$ cat config.mk
export PLATFORM = sky130hd
export DESIGN_NAME = dbuf_rd_ctrl_flat
export DESIGN_NICKNAME = d
export VERILOG_FILES = /design/src/rtl/dbuf_rd_ctrl_if.sv /design/src/rtl/dbuf_rd_ctrl.sv /design/src/flat_wrapper.sv
export SDC_FILE = /design/constraint.sdc
export NUM_CORES = 1
export LEC_CHECK = 0
export ABC_AREA = 1
export BUFFER_PORTS_ARGS = -buffer_cell sky130_fd_sc_hd__buf_2
export CAP_MARGIN = 20
export CORE_MARGIN = 4
export CORE_UTILIZATION = 53
export CTS_CLUSTER_DIAMETER = 40
export DETAILED_ROUTE_END_ITERATION = 8
export GPL_TIMING_DRIVEN = 0
export PLACE_DENSITY_LB_ADDON = 0.15
export REMOVE_ABC_BUFFERS = 1
export SETUP_SLACK_MARGIN = 0.3
export SLEW_MARGIN = 10
export SYNTH_ARGS = -nofsm -noshare
export SYNTH_HDL_FRONTEND = slang
export SYNTH_SLANG_ARGS = --single-unit
$ cat constraint.sdc
create_clock -name clk -period 2.4 [get_ports clk]
set_input_delay 0.36 -clock clk [delete_from_list [all_inputs] [get_ports clk]]
set_output_delay 0.36 -clock clk [all_outputs]
set_load 0.05 [all_outputs]
$ cat src/rtl/dbuf_rd_ctrl_if.sv
// Output stream bundle of the DPRAM page reader: data words with a last-of-page
// marker under a valid/ready handshake.
interface dbuf_rd_ctrl_if #(
    parameter int unsigned P_DATA_WIDTH = 64
);
    logic [P_DATA_WIDTH-1:0] data;
    logic                    valid;
    logic                    last;
    logic                    ready;

    modport master (output data, output valid, output last, input ready);
    modport slave  (input data, input valid, input last, output ready);
endinterface

$ cat src/rtl/dbuf_rd_ctrl.sv
// Reader-side sequencer for the double-buffered page DPRAM: reads one full page
// in address order, streams it out through a prefetch FIFO, then releases the buffer.
module dbuf_rd_ctrl #(
    parameter int unsigned P_RD_ADDR_WIDTH = 9,
    parameter int unsigned P_RD_DATA_WIDTH = 64,
    parameter int unsigned P_RD_LATENCY    = 2
) (
    input  logic                       clk,
    input  logic                       rst,
    input  logic                       en,
    input  logic                       rd_busy,
    input  logic [15:0]                dpram_len,
    output logic [P_RD_ADDR_WIDTH-1:0] rd_addr,
    input  logic [P_RD_DATA_WIDTH-1:0] rd_dout,
    output logic                       done,
    dbuf_rd_ctrl_if.master             dout,
    output logic                       len_err,
    output logic                       active
);
    localparam int unsigned FIFO_DEPTH = P_RD_LATENCY + 2;
    localparam int unsigned PTR_W      = $clog2(FIFO_DEPTH);
    localparam int unsigned CNT_W      = $clog2(FIFO_DEPTH + 1);
    localparam logic [16:0] PAGE_DEPTH = 17'(1) << P_RD_ADDR_WIDTH;

    localparam logic [2:0] S_IDLE    = 3'd0;
    localparam logic [2:0] S_LOAD    = 3'd1;
    localparam logic [2:0] S_STREAM  = 3'd2;
    localparam logic [2:0] S_DONE    = 3'd3;
    localparam logic [2:0] S_RELEASE = 3'd4;
    localparam logic [2:0] S_SETTLE  = 3'd5;

    logic [2:0]                 state_q, state_d;
    logic [15:0]                len_q, issued_q, sent_q;
    logic [P_RD_ADDR_WIDTH-1:0] rd_addr_q;
    logic [P_RD_LATENCY-1:0]    inflight_q;
    logic [P_RD_DATA_WIDTH-1:0] fifo_mem [FIFO_DEPTH];
    logic [PTR_W-1:0]           wr_ptr_q, rd_ptr_q;
    logic [CNT_W-1:0]           fifo_cnt_q, inflight_cnt;
    logic [CNT_W:0]             occupancy;
    logic                       len_over, issue, fifo_wr, pop, out_valid, out_last;
    logic [15:0]                len_clamped;

    function automatic logic [PTR_W-1:0] ptr_next(input logic [PTR_W-1:0] p);
        return (p == PTR_W'(FIFO_DEPTH - 1)) ? '0 : p + 1'b1;
    endfunction

    assign len_over    = {1'b0, dpram_len} > PAGE_DEPTH;
    assign len_clamped = len_over ? PAGE_DEPTH[15:0] : dpram_len;

    // Reads in flight plus words already buffered must fit the FIFO, so the FIFO never overflows.
    always_comb begin
        inflight_cnt = '0;
        for (int i = 0; i < int'(P_RD_LATENCY); i++) begin
            inflight_cnt = inflight_cnt + CNT_W'(inflight_q[i]);
        end
        occupancy = (CNT_W+1)'(inflight_cnt) + (CNT_W+1)'(fifo_cnt_q);
    end

    assign issue     = (state_q == S_STREAM) && (issued_q < len_q)
                       && (occupancy < (CNT_W+1)'(FIFO_DEPTH));
    assign fifo_wr   = inflight_q[P_RD_LATENCY-1];
    assign out_valid = (fifo_cnt_q != '0);
    assign out_last  = out_valid && (sent_q == len_q - 16'd1);
    assign pop       = out_valid && dout.ready;

    assign dout.valid = out_valid;
    assign dout.last  = out_last;
    assign dout.data  = out_valid ? fifo_mem[rd_ptr_q] : '0;
    assign rd_addr    = rd_addr_q;
    assign done       = (state_q == S_DONE);
    assign len_err    = (state_q == S_LOAD) && len_over;
    assign active     = (state_q == S_LOAD) || (state_q == S_STREAM) || (state_q == S_DONE);

    always_comb begin
        state_d = state_q;
        case (state_q)
            S_IDLE:    if (en && rd_busy) state_d = S_LOAD;
            S_LOAD:    state_d = (len_clamped == 16'd0) ? S_DONE : S_STREAM;
            S_STREAM:  if (pop && out_last) state_d = S_DONE;
            S_DONE:    state_d = S_RELEASE;
            S_RELEASE: if (!rd_busy) state_d = S_SETTLE;
            S_SETTLE:  state_d = S_IDLE;
            default:   state_d = S_IDLE;
        endcase
    end

    always_ff @(posedge clk or posedge rst) begin
        if (rst) begin
            state_q    <= S_IDLE;
            len_q      <= '0;
            issued_q   <= '0;
            sent_q     <= '0;
            rd_addr_q  <= '0;
            inflight_q <= '0;
            wr_ptr_q   <= '0;
            rd_ptr_q   <= '0;
            fifo_cnt_q <= '0;
        end else begin
            state_q <= state_d;
            if (state_q == S_LOAD) begin
                len_q     <= len_clamped;
                issued_q  <= '0;
                sent_q    <= '0;
                rd_addr_q <= '0;
            end else begin
                if (issue) begin
                    issued_q  <= issued_q + 16'd1;
                    rd_addr_q <= rd_addr_q + 1'b1;
                end
                if (pop) sent_q <= sent_q + 16'd1;
            end
            inflight_q[0] <= issue;
            for (int i = 1; i < int'(P_RD_LATENCY); i++) begin
                inflight_q[i] <= inflight_q[i-1];
            end
            if (fifo_wr) wr_ptr_q <= ptr_next(wr_ptr_q);
            if (pop)     rd_ptr_q <= ptr_next(rd_ptr_q);
            if (fifo_wr && !pop)      fifo_cnt_q <= fifo_cnt_q + 1'b1;
            else if (!fifo_wr && pop) fifo_cnt_q <= fifo_cnt_q - 1'b1;
        end
    end

    // Storage needs no reset: the head is masked to zero while the FIFO is empty.
    always_ff @(posedge clk) begin
        if (fifo_wr) fifo_mem[wr_ptr_q] <= rd_dout;
    end
endmodule

$ cat src/flat_wrapper.sv
// flat-port wrapper written by rule: the top's interface ports become plain ports
module dbuf_rd_ctrl_flat 
#(
    parameter int unsigned P_RD_ADDR_WIDTH = 9,
    parameter int unsigned P_RD_DATA_WIDTH = 64,
    parameter int unsigned P_RD_LATENCY    = 2
)
  (clk, rst, en, rd_busy, dpram_len, rd_addr, rd_dout, done, len_err, active, dout_data, dout_valid, dout_last, dout_ready);
  dbuf_rd_ctrl_if #(.P_DATA_WIDTH((64))) dout_i ();
  input  logic clk;
  input  logic rst;
  input  logic en;
  input  logic rd_busy;
  input  logic [15:0] dpram_len;
  output logic [P_RD_ADDR_WIDTH-1:0] rd_addr;
  input  logic [P_RD_DATA_WIDTH-1:0] rd_dout;
  output logic done;
  output logic len_err;
  output logic active;
  output wire logic [$bits(dout_i.data)-1:0] dout_data;
  output wire logic [$bits(dout_i.valid)-1:0] dout_valid;
  output wire logic [$bits(dout_i.last)-1:0] dout_last;
  input wire logic [$bits(dout_i.ready)-1:0] dout_ready;
  assign dout_data = dout_i.data;
  assign dout_valid = dout_i.valid;
  assign dout_last = dout_i.last;
  assign dout_i.ready = dout_ready;
  dbuf_rd_ctrl #(.P_RD_ADDR_WIDTH(P_RD_ADDR_WIDTH), .P_RD_DATA_WIDTH(P_RD_DATA_WIDTH), .P_RD_LATENCY(P_RD_LATENCY)) u_core (.clk(clk), .rst(rst), .en(en), .rd_busy(rd_busy), .dpram_len(dpram_len), .rd_addr(rd_addr), .rd_dout(rd_dout), .done(done), .dout(dout_i), .len_err(len_err), .active(active));
endmodule
== Yosys cells after proc, flatten, opt, wreduce, memory -nomap -nowiden ==
Memory sizes are Yosys's and may differ from the RTL's.
Cells that the tools add are included.

* $mul: 0
* Bitwise operators: 0
* Mux-type cells: 19
* Shift operators: 0
* Div/mod/pow operators: 0
* Equality and inequality tests: 10
* Order comparisons: 3
* Add/subtract/negate cells: 10
* Reduce and logical (&&, ||, !) cells: 20

{| class="wikitable"
|+ Operators by type and width
! operator !! count
|-
| $mux W16 || 5
|-
| $mux W64 || 1
|-
| $add A16 B1 Y16 const B || 2
|-
| $mux W9 || 2
|-
| $eq A16 B16 Y1 || 1
|-
| $gt A16 B10 Y1 const B || 1
|-
| $logic_not A16 Y1 || 1
|-
| $lt A16 B16 Y1 || 1
|-
| $sub A16 B1 Y16 const B || 1
|-
| $mux W3 || 5
|-
| $pmux W3 S5 || 1
|-
| $add A9 B1 Y9 const B || 1
|-
| $logic_and A1 B1 Y1 || 9
|-
| $eq A3 B2 Y1 const B || 2
|-
| $reduce_bool A2 Y1 || 3
|-
| $add A2 B1 Y2 const B || 2
|-
| $add A3 B3 Y4 || 1
|-
| $eq A2 B2 Y1 const B || 2
|-
| $lt A4 B3 Y1 const B || 1
|-
| $mux W2 || 2
|-
| $ne A2 B2 Y1 const B || 2
|-
| $add A3 B1 Y3 const B || 1
|-
| $eq A3 B1 Y1 const B || 1
|-
| $eq A3 B3 Y1 const B || 1
|-
| 9 further kinds || 13
|}

* Bits in registers: 69
* ROM bits: 0
* Latch bits: 0
* Memories kept: 1
* Input port bits: 85
* RAM bits: 256
* Output and inout port bits: 78
* Logic and storage cells: 72

{| class="wikitable"
|+ Memories
! memory !! depth !! width !! rd ports !! clocked after Yosys merged registers in !! write ports !! line !! RTL
|-
| u_core.fifo_mem || 4 || 64 || 1 || 0 || 1 || dbuf_rd_ctrl.sv:36 || <nowiki>logic [P_RD_DATA_WIDTH-1:0] fifo_mem [FIFO_DEPTH];</nowiki>
|}

== Logic depth before layout (Yosys ltp) ==
* Depth after elaboration: 6
* Mapped depth: 13
* Gate-level depth less buffers: 13

== Worst setup path after synthesis ==
Ideal clock, no wire load.

* Kind: register -> register
* From: register u_core.wr_ptr_q[0]
* To: memory u_core.fifo_mem[2][0], enable pin
* Buffers on the path: 0
* Cell stages (with the launch flop): 5
* Period minus slack after synthesis: 2.343 ns
* Setup time: 0.418 ns
* Arrival: 1.925 ns
* Setup slack: 0.057 ns
* Required time: 1.982 ns
* Path through: dfrtp_1 -> inv_1 -> ha_1 -> nand2_1 -> inv_1

{| class="wikitable"
|+ RTL lines
! item !! line !! RTL
|-
| from (decl) || dbuf_rd_ctrl.sv:37 || <nowiki>logic [PTR_W-1:0] wr_ptr_q, rd_ptr_q;</nowiki>
|-
| from (signal assigned) || dbuf_rd_ctrl.sv:116 || <nowiki>if (fifo_wr) wr_ptr_q <= ptr_next(wr_ptr_q);</nowiki>
|-
| to (decl) || dbuf_rd_ctrl.sv:36 ||
|}

Straight into the memory's write port.

== Worst setup path after layout ==
* From: register u_core.len_q[3]
* To: output port dout_last

* Word-level cells in the longest chain between the ends: 3

{| class="wikitable"
|+ Ends and longest elaborated chain
! item !! line !! RTL
|-
| from (decl) || dbuf_rd_ctrl.sv:33 || <nowiki>logic [15:0] len_q, issued_q, sent_q;</nowiki>
|-
| from (signal assigned) || dbuf_rd_ctrl.sv:101 || <nowiki>len_q <= len_clamped;</nowiki>
|-
| $sub A16 B1 Y16 || dbuf_rd_ctrl.sv:63 || <nowiki>assign out_last = out_valid && (sent_q == len_q - 16'd1);</nowiki>
|-
| $eq A16 B16 Y1 || dbuf_rd_ctrl.sv:63 ||
|-
| $logic_and A1 B1 Y1 || dbuf_rd_ctrl.sv:63 ||
|-
| to (decl) || flat_wrapper.sv:22 || <nowiki>output wire logic [$bits(dout_i.last)-1:0] dout_last;</nowiki>
|}

Every way passes these cells.

==> summary.log <==
INFO  timing         finalCriticalPeriod=2800ps
INFO  grt            grt_pass1_vias=12100
INFO  timing         timing.hold.ws=12.9ps
INFO  pwr            power.internal=18.2mW
INFO  synthesis      syn-cell-area=14400um^2
INFO  setup_path     worst_path_buffer_plus_inverter_count=2
INFO  synthesis      yosys_warnings=0
INFO  clock_tree     cts.path.max_buffers=3
INFO  finish         final_common_cell=edfxtp_1
INFO  setup_path     cp-end-kind=primary output
INFO  clock_tree     tritoncts=built
INFO  pwr            switching_share=44.3%
INFO  grt            grt_remaining_overflow=0
INFO  floorplanning  initial_utilization=53.8%
INFO  timing         slew_viol_final=0
INFO  pwr            leakage=8.79nW
INFO  grt            grt_antenna_before_repair=4
INFO  synthesis      post_synth_adder_cell_area=2.48%
INFO  setup_path     cp_max_fo=4
INFO  setup_path     reg2reg_setup_slack=180ps
INFO  clock_tree     cts_root_buffer=clkbuf_16
INFO  synthesis      synth.ff_latch_count=325
INFO  grt            global_route_wire_length_before_repair=70.9mm
INFO  clock_tree     numClockSinks=325
INFO  synthesis      post_synth.cell_area_avg=10.4um^2
INFO  placed_design  placement.cell_area=15700um^2
INFO  timing         min_period_over_period=117%
INFO  synthesis      synthSimpleGateAreaFrac=16.7%
INFO  floorplanning  rows=60
INFO  routing        wl_cell=26.8um
INFO  setup_path     worst_path_dominant_cell_family=simple AND/OR/NAND/NOR gates
INFO  placed_design  placedCellCount=1832
INFO  pwr            power.density=1480nW/um^2
INFO  setup_path     reg2reg_launch_point=u_core.len_q[9]
INFO  timing         setup-tns-final=-8110ps
INFO  timing         setup_viol=65
INFO  timing         rsz0062_at_grt=true
INFO  worst_hold_path min-delay-start=rd_dout[30]
INFO  setup_path     cp_slowest_stage_delay=430ps
INFO  floorplanning  io_pins=163
INFO  synthesis      yosys-mux-area-fraction=0.0779%
INFO  pwr            share_clk_of_total_power=20.8%
INFO  synthesis      share_of_the_yosys_chip_area_belonging_to_registers=65.2%
INFO  setup_path     crit_path_top_delay_cell=dfrtp_1
INFO  worst_hold_path hold_path.class=primary input to flip-flop
INFO  placed_design  port-buffer-count=162
INFO  finish         antenna_diode_count=0
INFO  clock_tree     tritoncts.num_buffers=44
INFO  clock_tree     cts_max_level=2
INFO  timing         finalClockSkew=28.3ps
INFO  setup_path     worstSetupPathType=flip-flop to primary output
INFO  routing        first_iter_violations=1740
INFO  timing         post-route-worst-setup-slack=-398ps
INFO  routing        drt_wl_total=55.6mm
INFO  timing         finalHoldViolations=0
INFO  timing         timing_worst_slew_pin_value=656ps
INFO  clock_tree     clock_insertion_delay_worst_skew=550ps
INFO  finish         layout.nets=1812
INFO  setup_path     cp_cell_sequence=nor2_2 > nand2_2 > nor2_4 > nand3_2 > buf_4 > xor2_1 > nand2_1 > nor2_4 > and3_4 > buf_8
INFO  finish         layout-area-overhead-vs-synth=52.5%
INFO  routing        drtAntennaViolNets=0
INFO  pwr            peakVddDrop=1.19mV
INFO  routing        drc_errors=0
INFO  finish         finish.instance_area=22000um^2
INFO  finish         most_frequent_cells_in_the_layout=256 x edfxtp_1, 159 x nor2_1, 123 x nand2_1
INFO  setup_path     crit_path_start_kind=flip-flop
INFO  setup_path     timing.critical_path.arrival=2440ps
INFO  synthesis      synth-compound-area-share=9.04%
INFO  timing         max_clock_freq=357MHz
INFO  finish         final_util=82.0%
INFO  synthesis      post_synth_xor_area_fraction=2.18%
INFO  flow_run       max_cap_violations=0
INFO  routing        post_drt_via_cell_ratio=6.34
INFO  timing         timing.slew.headroom=56.2%
INFO  floorplanning  die_w=173um
INFO  finish         stdcell_count=2075
INFO  synthesis      yosys.cell_types.count=38
INFO  floorplanning  fp.dieArea=30000um^2
INFO  routing        vias=13200
INFO  setup_path     critical_path.most_common_cell=nor2_4
INFO  pwr            power.total=32.7mW
INFO  routing        detailedRoute.firstPassIterationCount=6
INFO  outcome        run_status=finished, violations left
INFO  pwr            power.share.combinational=58.1%
INFO  grt            globalRouteTotalUtil=30.5%
INFO  finish         layout-drive-gt1-share=43.8%
INFO  placed_design  place.gp.congestion=0.862
INFO  grt            grt_start_max_net_pins=56
INFO  placed_design  pre_cts_ws=-657ps
INFO  setup_path     wp_data_required=2040ps
INFO  synthesis      dominant_combinational_cell_family_by_area_after_synthesis=simple AND/OR/NAND/NOR gates
INFO  setup_path     startpoint_of_the_worst_setup_timing_path=u_core.len_q[3]
INFO  clock_tree     clk_pin_slew_worst_paths=70ps
INFO  pwr            share_seq_of_total_power=21.0%
INFO  floorplanning  coreArea=26900um^2
INFO  floorplanning  die_height=173um
INFO  pwr            power_switching=14.5mW
INFO  outcome        violations_in_the_final_reports=negative setup slack
INFO  synthesis      post_synth_inst_count=1384
INFO  placed_design  dp_hpwl=18.9mm
-- routing by layer --
layer	part of all wire (%)	track usage [%]	vias to the layer above
li1	-	-	5478
met1	35	40.5	6276
met2	47	49.5	1077
met3	11	6.52	322
met4	6.8	12.7	6
met5	0.074	0	-
-- final cells by class --
| type | count | area, um^2 |
|---|---|---|
| flip-flops and latches | 325 | 9430 |
| inverters | 96 | 430 |
| well taps | 341 | 427 |
| multi-input cells | 905 | 6210 |
| repair inverters | 5 | 51.3 |
| clock buffers | 50 | 1140 |
| clock inverters | 31 | 363 |
| repair buffers | 322 | 3970 |
| fillers | 1298 | 4850 |
-- cells in the mapped netlist --
| cell | instances | area [um^2] |
|---|---|---|
| nor2_1 | 317 | 1190 |
| edfxtp_1 | 256 | 7690 |
| o21ai_0 | 160 | 801 |
| nand2_1 | 131 | 492 |
| inv_1 | 94 | 353 |
| a21oi_1 | 82 | 410 |
| nand3_1 | 74 | 370 |
| dfrtp_1 | 69 | 1730 |
| clkbuf_1 | 43 | 161 |
| nand4_1 | 35 | 219 |
| xor2_1 | 29 | 254 |
| ha_1 | 27 | 338 |
| buf_1 | 15 | 56.3 |
| nor3_1 | 11 | 55.1 |
| xnor2_1 | 7 | 61.3 |
| buf_2 | 3 | 15.0 |
| o21ai_1 | 3 | 15.0 |
| a21o_1 | 2 | 15.0 |
| a31oi_1 | 2 | 12.5 |
| buf_4 | 2 | 15.0 |
| buf_6 | 2 | 22.5 |
| inv_2 | 2 | 7.51 |
| nand2_2 | 2 | 12.5 |
| nor4_1 | 2 | 12.5 |
| a211oi_4 | 1 | 20.0 |
| a21oi_4 | 1 | 16.3 |
| and2_1 | 1 | 6.26 |
| and3_1 | 1 | 6.26 |
| fa_1 | 1 | 20.0 |
| mux2_2 | 1 | 11.3 |
| nand2_4 | 1 | 11.3 |
| nand3_2 | 1 | 10.0 |
| nand3b_1 | 1 | 7.51 |
| o21ai_2 | 1 | 8.76 |
| o31ai_1 | 1 | 7.51 |
| or2_1 | 1 | 6.26 |
| or2_2 | 1 | 6.26 |
| or3_1 | 1 | 6.26 |
-- logic make-up after synthesis --
| family | after synthesis |
|---|---|
| fa+ha+maj | 28 |
| compound gates | 253 |
| buf+inv | 161 |
| simple gates | 580 |
| xor+xnor | 36 |
| flops | 325 |
| mux | 1 |
-- power groups by stage --
stage	clock network, mW	logic (mW)	registers, mW
finish	6.81	19.0	6.88
global route	7.07	19.5	6.90
CTS	6.65	15.5	6.79
detailed placement	0	9.07	7.06
global placement	0	7.79	7.31
floorplan	0	6.35	7.15
-- path summary, 6_finish.rpt --
check / endpoint / cells past startpoint
max: dout_last / 10
min: u_core.fifo_mem[3][30] / 1
max reg2reg: u_core.issued_q[4] / 12
min reg2reg: u_core.inflight_q[1] / 0
max in group asynchronous: u_core.rd_ptr_q[0] / 4
min in group asynchronous: u_core.rd_addr[1] / 3
-- flip-flops by register name, summed over array words and instances (netlist names), 3 cells and up --
register	cells
u_core.rd_addr	9
u_core.fifo_mem	256
u_core.len_q	16
u_core.fifo_cnt_q	3
u_core.sent_q	16
u_core.issued_q	16
u_core.state_q	3
-- repair_timing --
action                                  in CTS  in global routing
hold endpoints to repair                    14                  0
gates resized for setup                    494                320
pin swaps                                  146                134
setup buffers                               72                 33
endpoints found under the setup margin     114                102
cloned                                      47                  9
hold buffers                                 1                  0
Power figures use the tool's default switching activity.
